### config.mk
export PLATFORM = sky130hd
export DESIGN_NAME = uart_rx
export DESIGN_NICKNAME = d
export VERILOG_FILES = /design/src/rtl/uart_rx_pkg.sv /design/src/rtl/edge_bit_counter.sv /design/src/rtl/uart_rx.sv
export SDC_FILE = /design/constraint.sdc
export NUM_CORES = 1
export LEC_CHECK = 0
export BUFFER_PORTS_ARGS = -buffer_cell sky130_fd_sc_hd__buf_2
export CAP_MARGIN = 15
export CORE_MARGIN = 1.5
export CORE_UTILIZATION = 62
export DETAILED_ROUTE_END_ITERATION = 16
export PLACE_DENSITY = 0.83
export SYNTH_ARGS = -nofsm -noshare
export SYNTH_HDL_FRONTEND = slang
export SYNTH_HIERARCHICAL = 1
export SYNTH_SLANG_ARGS = --single-unit
### constraint.sdc
create_clock -name CLK -period 4.85 [get_ports CLK]
set_clock_uncertainty 0.15 [all_clocks]
set_input_delay 0.7275 -clock CLK [delete_from_list [all_inputs] [get_ports CLK]]
set_output_delay 0.7275 -clock CLK [all_outputs]
set_load 0.02 [all_outputs]
### src/rtl/uart_rx_pkg.sv
// Shared definitions for the oversampling UART receiver: FSM encoding,
// legal oversampling ratios and the default frame width.
package uart_rx_pkg;

  typedef enum logic [2:0] {
    IDLE   = 3'd0,
    START  = 3'd1,
    DATA   = 3'd2,
    PARITY = 3'd3,
    STOP   = 3'd4
  } state_e;

  localparam logic [5:0] PRESCALE_8  = 6'd8;
  localparam logic [5:0] PRESCALE_16 = 6'd16;
  localparam logic [5:0] PRESCALE_32 = 6'd32;

  localparam int OP_WIDTH_DEF = 8;

  // Anything outside the supported ratios falls back to the slowest-safe 8x.
  function automatic logic [5:0] legal_prescale(input logic [5:0] p);
    case (p)
      PRESCALE_16: return PRESCALE_16;
      PRESCALE_32: return PRESCALE_32;
      default:     return PRESCALE_8;
    endcase
  endfunction

endpackage

### src/rtl/edge_bit_counter.sv
// Oversampling edge counter (0..prescale-1) and bit counter for uart_rx.
// Counting runs while cnt_en is high; both counters clear when it drops.
module edge_bit_counter #(
  parameter int BIT_W = 4
) (
  input  logic             clk,
  input  logic             rst_n,
  input  logic             cnt_en,
  input  logic [5:0]       prescale,
  output logic [5:0]       edge_cnt,
  output logic [BIT_W-1:0] bit_cnt,
  output logic             edge_last
);

  logic [5:0]       edge_cnt_q, edge_cnt_d;
  logic [BIT_W-1:0] bit_cnt_q, bit_cnt_d;

  assign edge_last = (edge_cnt_q == prescale - 6'd1);
  assign edge_cnt  = edge_cnt_q;
  assign bit_cnt   = bit_cnt_q;

  // NOTE: every variable gets a value before any branch, so no latch is inferred.
  always_comb begin
    edge_cnt_d = '0;
    bit_cnt_d  = '0;
    if (cnt_en) begin
      if (edge_last) begin
        bit_cnt_d = bit_cnt_q + 1'b1;
      end else begin
        edge_cnt_d = edge_cnt_q + 6'd1;
        bit_cnt_d  = bit_cnt_q;
      end
    end
  end

  // NOTE: state uses non-blocking assignments so all flops update together.
  always_ff @(posedge clk or negedge rst_n) begin
    if (!rst_n) begin
      edge_cnt_q <= '0;
      bit_cnt_q  <= '0;
    end else begin
      edge_cnt_q <= edge_cnt_d;
      bit_cnt_q  <= bit_cnt_d;
    end
  end

endmodule

### src/rtl/uart_rx.sv
// Oversampling UART receiver with optional parity and majority-vote sampling.
// Define UART_RX_STRT_CHK_EN to reject start bits that sample high (glitch filter).
module uart_rx
  import uart_rx_pkg::*;
#(
  parameter int OP_WIDTH = OP_WIDTH_DEF
) (
  input  logic                CLK,
  input  logic                RST,
  input  logic                RX_IN,
  input  logic [5:0]          Prescale,
  input  logic                PAR_EN,
  input  logic                PAR_TYP,
  output logic [OP_WIDTH-1:0] P_DATA,
  output logic                data_valid,
  output logic                par_err,
  output logic                stp_err
);

  localparam int BIT_W = $clog2(OP_WIDTH + 3);
  localparam logic [BIT_W-1:0] LAST_DATA_BIT = BIT_W'(OP_WIDTH);

  state_e              state_q, state_d;
  logic [5:0]          prescale_q, prescale_d;
  logic                par_en_q, par_en_d;
  logic                par_typ_q, par_typ_d;
  logic                par_fail_q, par_fail_d;
  logic [2:0]          sample_q, sample_d;
  logic [OP_WIDTH-1:0] shift_q, shift_d;
  logic [OP_WIDTH-1:0] p_data_q, p_data_d;
  logic                data_valid_q, data_valid_d;
  logic                par_err_q, par_err_d;
  logic                stp_err_q, stp_err_d;

  logic [5:0]       edge_cnt;
  logic [BIT_W-1:0] bit_cnt;
  logic             edge_last;
  logic [5:0]       mid;
  logic             in_window;
  logic             bit_val;

  edge_bit_counter #(.BIT_W(BIT_W)) u_cnt (
    .clk       (CLK),
    .rst_n     (RST),
    .cnt_en    (state_d != IDLE),
    .prescale  (prescale_q),
    .edge_cnt  (edge_cnt),
    .bit_cnt   (bit_cnt),
    .edge_last (edge_last)
  );

  // Three samples around mid-bit; all are captured before the last edge count.
  assign mid       = prescale_q >> 1;
  assign in_window = (edge_cnt == mid - 6'd1) || (edge_cnt == mid) || (edge_cnt == mid + 6'd1);
  assign sample_d  = in_window ? {sample_q[1:0], RX_IN} : sample_q;
  assign bit_val   = (sample_q[0] & sample_q[1]) | (sample_q[0] & sample_q[2]) |
                     (sample_q[1] & sample_q[2]);

  always_comb begin
    state_d      = state_q;
    prescale_d   = prescale_q;
    par_en_d     = par_en_q;
    par_typ_d    = par_typ_q;
    par_fail_d   = par_fail_q;
    shift_d      = shift_q;
    p_data_d     = p_data_q;
    data_valid_d = 1'b0;
    par_err_d    = 1'b0;
    stp_err_d    = 1'b0;

    case (state_q)
      IDLE: begin
        if (!RX_IN) begin
          state_d    = START;
          prescale_d = legal_prescale(Prescale);
          par_en_d   = PAR_EN;
          par_typ_d  = PAR_TYP;
          par_fail_d = 1'b0;
        end
      end
      START: begin
        if (edge_last) begin
`ifdef UART_RX_STRT_CHK_EN
          state_d = bit_val ? IDLE : DATA;
`else
          state_d = DATA;
`endif
        end
      end
      DATA: begin
        if (edge_last) begin
          shift_d               = shift_q >> 1;
          shift_d[OP_WIDTH-1]   = bit_val;
          if (bit_cnt == LAST_DATA_BIT) begin
            state_d = par_en_q ? PARITY : STOP;
          end
        end
      end
      PARITY: begin
        if (edge_last) begin
          if (bit_val != ((^shift_q) ^ par_typ_q)) begin
            par_err_d  = 1'b1;
            par_fail_d = 1'b1;
          end
          state_d = STOP;
        end
      end
      STOP: begin
        if (edge_last) begin
          state_d = IDLE;
          if (!bit_val) begin
            stp_err_d = 1'b1;
          end else if (!par_fail_q) begin
            p_data_d     = shift_q;
            data_valid_d = 1'b1;
          end
        end
      end
      default: state_d = IDLE;
    endcase
  end

  always_ff @(posedge CLK or negedge RST) begin
    if (!RST) begin
      state_q      <= IDLE;
      prescale_q   <= PRESCALE_8;
      par_en_q     <= 1'b0;
      par_typ_q    <= 1'b0;
      par_fail_q   <= 1'b0;
      sample_q     <= '0;
      shift_q      <= '0;
      p_data_q     <= '0;
      data_valid_q <= 1'b0;
      par_err_q    <= 1'b0;
      stp_err_q    <= 1'b0;
    end else begin
      state_q      <= state_d;
      prescale_q   <= prescale_d;
      par_en_q     <= par_en_d;
      par_typ_q    <= par_typ_d;
      par_fail_q   <= par_fail_d;
      sample_q     <= sample_d;
      shift_q      <= shift_d;
      p_data_q     <= p_data_d;
      data_valid_q <= data_valid_d;
      par_err_q    <= par_err_d;
      stp_err_q    <= stp_err_d;
    end
  end

  assign P_DATA     = p_data_q;
  assign data_valid = data_valid_q;
  assign par_err    = par_err_q;
  assign stp_err    = stp_err_q;

endmodule

==> summary.md, run 1 <==
| Metric | Value |
|---|---|
| Status | `completed` |
| Routability cong. | `0.760` |
| Post-synth ARST share | `1.00` |
| Post-CTS setup buffers | `0` |
| Worst EP required | `between 4000 and 5000 ps` |
| Initial antenna violation count | `0` |
| Part of the Yosys area used for sequential elements | `0.479` |
| Clock sink count | `between 40 and 50` |
| Antenna cells | `0` |
| Layout cell share with drive strength beyond 1 | `0.247` |
| PD cells | `428 mW/mm2` |
| Initial DRC count | `39` |
| Final setup TNS | `0 ps` |
| CP Capture Type | `register` |
| Mapped Area | `~0.0021 mm2` |
| Avg Cell Area, Syn | `11.3 um2` |
| Wirelength per Cell | `between 10 and 15 um` |
| Worst setup SP type | `register` |
| Slowest stage delay, CP | `between 600 and 700 ps` |
| H-tree depth | `2` |
| Antenna Nets Post-Route | `0` |
| Tcrit/Tclk final | `0.714` |
| RSZ-0062 raised after global routing | `false` |
| Area contributors post-synth | `dfrtp_1, mux2_2, xnor2_1, mux2_4, xor2_1` |
| Met1 Usage GRT | `0.294` |
| Cells along the critical path | `nand2_1, o211a_1, o31a_1, nor2_1, inv_1, nor3_2, a31o_2, or2_2, o21ai_1, nor2_1` |
| Placement Setup Slack | `approximately 1400 ps` |
| Syn. warnings | `6` |
| Clk_lat worst skew | `350 ps` |
| Yosys top cell area share | `0.467` |
| Worst-path clk slew | `130 ps` |
| Pin count of the biggest net entering global routing | `42` |
| DIE WIDTH | `about 60 um` |
| Global-route wire length before repair | `~5900 um` |
| Worst Slack Setup Final | `roughly 1400 ps` |
| Met2 usage | `0.338` |
| Number of CTS-inserted buffers | `5` |
| Worst IR drop on VDD | `about 0.30 mV` |
| Dpl hpwl | `2630 um` |
| Grt met3 use | `0.0497` |
| Crit path max-delay family | `simple AND/OR/NAND/NOR gates` |
| Clock buffer depth | `2` |
| Final Critical Period | `roughly 3500 ps` |
| P&R area growth vs syn | `11.4%` |
| Syn Inst Count | `189` |
| Vias in the first global route | `between 1000 and 1500` |
| Max Slew Vio Count | `0` |
| Vias/cell | `5.22` |
| CTS tree | `done` |
| Worst path bufs/invs | `1` |
| DR DRC count | `0` |
| Routed WL | `roughly 3500 um` |
| Initial Util | `0.642` |
| Final net count | `241` |
| Synth cell types | `46` |
| Remaining global-route overflow | `0` |
| Total GRT Usage | `0.214` |
| Register bit total from synthesis | `41` |
| Die area | `0.00382 mm2` |
| Clock Root Buffer | `clkbuf_4` |
| Slowest CP cell | `dfstp_2` |
| DR vias | `roughly 1400` |
| Lkg Pwr | `~1.2 nW` |
| Ys flop type | `dfrtp_1` |
| Worst slew pin tran | `around 940 ps` |
| Kind of critical path | `reg -> reg` |
| Worst-path fanout max | `9` |
| Core Area | `around 0.0033 mm2` |
| Setup slack, reg-to-reg | `approximately 1400 ps` |
| Fmax | `0.289 GHz` |
| Worst Hold Class | `in -> async` |
| Post-cts gate resize count | `0` |
| Leading area contributor after synthesis | `dfrtp_1` |
| IO buf count | `21` |
| Post-layout util | `0.716` |
| Final setup viols | `0` |
| Die Span Y | `61.8 um` |
| I/O pin total | `22` |
| Count of final hold-check violations | `0` |
| Hold-fix buffers at CTS | `0` |
| Slew headroom | `0.368` |
| Critical Path AT | `3590 ps` |
| Most common cell type on the critical path | `nor2_1` |
| EDFF count, synth | `0` |
| Total of max-cap violations | `0` |
| Cell Rows | `21` |
| Most Crowded Layer GR | `met2` |
| TritonRoute pass-1 iters | `4` |
| Filler cells | `between 200 and 300` |
==> layer usage <==
| layer | wire (um) | part of all wire |
|---|---|---|
| met2 | 1630 | 0.46 |
| met5 | 0 | 0 |
| met4 | 36 | 0.010 |
| met3 | 100 | 0.028 |
| met1 | 1770 | 0.50 |
==> synthesized netlist by cell type, types with 2 or more instances <==
| master | instances |
|---|---|
| o21ai_0 | 4 |
| nor4b_1 | 2 |
| nand3_1 | 5 |
| mux2i_1 | 3 |
| buf_6 | 2 |
| o31ai_1 | 2 |
| a21oi_1 | 6 |
| xor2_1 | 9 |
| dfrtp_1 | 40 |
| a31oi_1 | 2 |
| inv_1 | 9 |
| nand2_1 | 15 |
| ha_1 | 4 |
| mux2_2 | 11 |
| nand2b_1 | 7 |
| mux2_4 | 8 |
| nor4_1 | 2 |
| nor3_1 | 2 |
| nor2_1 | 15 |
| o21ai_1 | 2 |
| xnor2_1 | 14 |
==> layout by cell type, fill, tap and decap left out, drive strengths merged, types with 2 or more instances in the layout <==
| cell | n |
|---|---|
| dfrtp | 40 |
| buf | 21 |
| mux2 | 19 |
| nor2 | 16 |
| nand2 | 15 |
| xnor2 | 14 |
| conb | 13 |
| inv | 9 |
| xor2 | 9 |
| nand2b | 7 |
| a21oi | 6 |
| nand3 | 6 |
| clkbuf | 6 |
| o21ai | 6 |
| ha | 4 |
| mux2i | 3 |
| nor4 | 3 |
| nor3 | 3 |
| nor4b | 2 |
| o31ai | 2 |
| a31oi | 2 |
| nand4b | 2 |
| clkinv | 2 |
==> cell type report <==
class | instances | area (um2) | share of cell area
multi-input combinational | 148 | 1100 | 0.460
sequential | 41 | 1030 | 0.430
timing repair buffer | 21 | 105 | 0.0440
tap | 46 | 57.6 | 0.0241
clock buffer | 6 | 51.3 | 0.0215
inverter | 9 | 33.8 | 0.0141
clock inverter | 2 | 13.8 | 0.00576
==> state kept, by name, indices dropped and copies added (netlist names) <==
register / count
par_typ_q: 1
u_cnt/edge_cnt: 6
prescale_q: 3
par_fail_q: 1
u_cnt/bit_cnt: 4
stp_err: 1
state_q: 3
par_err: 1
data_valid: 1
P_DATA: 8
sample_q: 3
shift_q: 8
par_en_q: 1
==> where the power goes <==
part,internal (W),total [W],switching (W)
combinational,0.000173,0.000348,0.000176
sequential,0.000407,0.000492,0.0000848
clock,0.0000708,0.000183,0.000112
==> cell families after synthesis <==
family	synth area share
buffers and inverters	0.0286
and+or+nand+nor	0.170
DFF	0.479
other	0.00175
adders and majority gates	0.0280
AOI/OAI and AO/OA	0.0601
muxes	0.128
xor gates and xnor gates	0.104
==> path summary, 6_finish.rpt <==
| path | startpoint | to | cells after the start |
|---|---|---|---|
| setup / recovery | prescale_q[3] | u_cnt/edge_cnt[5] | 10 |
| hold / removal | RST | P_DATA[4] | 1 |
| setup reg to reg | prescale_q[3] | u_cnt/edge_cnt[5] | 10 |
| hold reg to reg | par_fail_q | par_fail_q | 2 |
| max in group asynchronous | RST | u_cnt/bit_cnt[3] | 1 |
| min in group CLK | par_fail_q | par_fail_q | 2 |
==> metrics by stage <==
step	total power (W)	instances	cell area [um2]	hold WS (ps)
final	0.00102	273	2390	333
after global routing	0.00110	273	2390	394
after global placement	0.000832	265	2320	312
after CTS	0.00103	273	2390	344
after detailed placement	0.000847	265	2320	316
after floorplan	0.000772	201	2190	282
Power figures use the tool's default switching activity.
==> inputs of run 2 (changes only) <==
--- a/config.mk
+++ b/config.mk
@@ -8,9 +8,9 @@
 export BUFFER_PORTS_ARGS = -buffer_cell sky130_fd_sc_hd__buf_2
 export CAP_MARGIN = 15
 export CORE_MARGIN = 1.5
-export CORE_UTILIZATION = 62
+export CORE_UTILIZATION = 52
 export DETAILED_ROUTE_END_ITERATION = 16
-export PLACE_DENSITY = 0.83
+export PLACE_DENSITY = 0.75
 export SYNTH_ARGS = -nofsm -noshare
 export SYNTH_HDL_FRONTEND = slang
 export SYNTH_HIERARCHICAL = 1
==> constraint.sdc (replaced) <==
create_clock -name CLK -period 2.85 [get_ports CLK]
set_clock_uncertainty 0.15 [all_clocks]
set_input_delay 0.4275 -clock CLK [delete_from_list [all_inputs] [get_ports CLK]]
set_output_delay 0.4275 -clock CLK [all_outputs]
set_load 0.02 [all_outputs]
==> run 2 against run 1 <==
Net effect:
- sequential share of layout area decreased by 1.4 points
- design area is 3.4% higher
- critical path type unchanged
- critical path depth grew 2
- sequential power rose by 69%
- fmax increased by 28%
- setup slack got worse by 1200 ps
- count of clock-buffer cells in the layout did not move
- final cell count is 3.7% higher
- sequential cell count is the same
- power up 80%
- hold slack got worse by 220 ps
==> summary.md, run 2 (same netlist as run 1, synthesis figures left out) <==
| Metric | Value |
|---|---|
| Status | `completed` |
| Lkg Pwr | `1.25 nW (+4.1%)` |
| Slowest stage delay, CP | `570 ps (-80 ps)` |
| Commonest non-fill, non-tap cell in the layout | `dfrtp_1` |
| Routed WL | `3760 um (+6.3%)` |
| Max Slew Vio Count | `0 (unchanged)` |
| Overall power | `0.00184 W (+80%)` |
| Number of CTS-inserted buffers | `5 (unchanged)` |
| Total GRT Usage | `0.192 (-0.0216)` |
| Worst r2r dst | `u_cnt/bit_cnt[0]` |
| Global-route wire length before repair | `6370 um (+8.5%)` |
| Routability cong. | `0.885 (+17%)` |
| Worst Hold Class | `in -> async` |
| Setup slack, reg-to-reg | `150 ps (-1240 ps)` |
| Most common cell type on the critical path | `buf_4` |
| Clock buffer depth | `2 (unchanged)` |
| Final Critical Period | `2700 ps (-759 ps)` |
| P&R area growth vs syn | `15.2%` |
| Power share of the combinational group | `0.351 (+0.011)` |
| Kind of critical path | `reg -> reg` |
| IO buf count | `21 (unchanged)` |
| Final net count | `247 (+2.5%)` |
| Antenna cells | `0 (unchanged)` |
| Placed insts | `275 (+3.8%)` |
| Post-layout util | `0.622 (-0.0942)` |
| Switching Fraction | `0.356 (-0.00837)` |
| Clock Root Buffer | `clkbuf_8` |
| Clk pwr share | `0.197 (+0.018)` |
| Worst IR drop on VDD | `0.494 mV (+67%)` |
| Critical Path AT | `2730 ps (-860 ps)` |
| CP Launch Point | `prescale_q[3]` |
| Final setup viols | `0 (unchanged)` |
| Worst setup path end | `u_cnt/bit_cnt[0]` |
| Antenna Nets Post-Route | `0 (unchanged)` |
| Remaining global-route overflow | `0 (unchanged)` |
| Clock sink count | `41 (unchanged)` |
| Worst slew pin tran | `895 ps (-44.8 ps)` |
| Cell Rows | `23 (+9.5%)` |
| Core Area | `0.00397 mm2 (+19%)` |
| R2R depth | `12 (+2)` |
| Slowest CP cell | `dfstp_2` |
| Cells along the critical path | `xor2_1, xnor2_1, nand4b_4, nor2_1, buf_4, or2b_1, a21oi_1, a31o_2, or2_2, buf_4, nand2b_1, mux2i_1` |
| H-tree depth | `2 (unchanged)` |
| CTS tree | `done` |
| Tcrit/Tclk final | `0.948 (+0.235)` |
| Vias/cell | `5.14 (-1.4%)` |
| Layout cell share with drive strength beyond 1 | `0.270 (+0.0237)` |
| Fmax | `0.370 GHz (+28%)` |
| Commonest non-fill, non-tap cells in the layout | `dfrtp_1, buf_2, nor2_1, nand2_1, xnor2_1` |
| Final setup TNS | `0 ps (unchanged)` |
| Slew headroom | `0.404 (+0.0356)` |
| DR DRC count | `0 (unchanged)` |
| Worst-path fanout max | `8 (-1)` |
| Count of final hold-check violations | `0 (unchanged)` |
| Switching pwr | `0.000654 W (+76%)` |
| Initial antenna violation count | `0 (unchanged)` |
| Worst-path clk slew | `70 ps (-60 ps)` |
| DIE WIDTH | `67.2 um (+8.7%)` |
| I/O pin total | `22 (unchanged)` |
| Die area | `0.00452 mm2 (+18%)` |
| PD cells | `745 mW/mm2 (+74%)` |
| Wirelength per Cell | `13.3 um (+2.6%)` |
| Vias in the first global route | `1354 (+2.7%)` |
| Flop pwr share | `0.452 (-0.029)` |
| Pin count of the biggest net entering global routing | `42 (unchanged)` |
| DR vias | `1455 (+2.2%)` |
| Worst setup SP type | `register` |
| Finished Layout Cells | `283 (+3.7%)` |
| Clk_lat worst skew | `290 ps (-60 ps)` |
| Post-CTS setup buffers | `0 (unchanged)` |
| Worst EP required | `2880 ps (-2100 ps)` |
| Worst r2r src | `prescale_q[3]` |
| Dpl hpwl | `2750 um (+4.5%)` |
| Initial Util | `0.540 (-0.103)` |
| Initial DRC count | `49 (+26%)` |
| TritonRoute pass-1 iters | `4 (unchanged)` |
| CP Capture Type | `register` |
| Internal Power | `0.00118 W (+82%)` |
| Total of max-cap violations | `0 (unchanged)` |
| RSZ-0062 raised after global routing | `false` |
| Die Span Y | `67.2 um (+8.7%)` |
[run 2: cell types whose count changed in the layout (fill, tap and decap cells not counted), sizes merged]
cell  delta
buf      +6
[run 2: repair_timing]
item                       in CTS  in global routing
hold buffers                    0                  0
setup endpoints to repair       0                 14
gates resized for setup         0                  2
[run 2: how the worst min path moves through the flow]
stage                                    to  cells after the start  slack [ps]        from
after floorplan                   P_DATA[0]                      0         -20         RST
after global placement           par_fail_q                      2         330  par_fail_q
after detailed placement          P_DATA[7]                      1         340   P_DATA[7]
after CTS                 u_cnt/edge_cnt[2]                      1         140         RST
after global routing       u_cnt/bit_cnt[0]                      1         190         RST
final                     u_cnt/edge_cnt[1]                      1         110         RST
[run 2: through the flow]
| stage | area [um2] | setup slack [ps] | hold slack (ps) |
|---|---|---|---|
| finish | 2470 | 147 | 109 |
| global route | 2470 | 14.5 | 186 |
| CTS | 2460 | 105 | 136 |
| detailed placement | 2380 | 121 | 341 |
| global placement | 2380 | 165 | 334 |
| floorplan | 2190 | 0.605 | -18.1 |
[run 2: power groups by stage]
| stage | Sequential (W) | Clock, W | Combinational [W] |
|---|---|---|---|
| finish | 0.000831 | 0.000361 | 0.000646 |
| global route | 0.000857 | 0.000390 | 0.000714 |
| CTS | 0.000831 | 0.000369 | 0.000639 |
| global placement | 0.000837 | 0 | 0.000620 |
| floorplan | 0.000800 | 0 | 0.000518 |
| detailed placement | 0.000841 | 0 | 0.000636 |
[run 2: per-layer routing]
metal / share of wire / global-route usage / up-vias
li1: - / - / 728
met1: 0.49 / 0.294 / 699
met2: 0.46 / 0.262 / 23
met3: 0.044 / 0.0400 / 5
met4: 0.012 / 0.0816 / 0
met5: 0 / 0 / -
[run 2: area by class of cell]
| class | instances | area [um2] |
|---|---|---|
| Sequential cell | 41 | 1030 |
| Clock inverter | 2 | 10.0 |
| Clock buffer | 6 | 72.6 |
| Timing Repair Buffer | 27 | 150 |
| Fill cell | 324 | 1500 |
| Inverter | 9 | 33.8 |
| Tap cell | 50 | 62.6 |
| Multi-Input combinational cell | 148 | 1110 |
[run 2: worst max-delay path: cells and delay by family (launching register included)]
kind            cells  cell delay [ps]
xor+xnor            2              360
flops               1              570
compound gates      2              290
simple gates        5              800
mux                 1               70
buf+inv             2              340
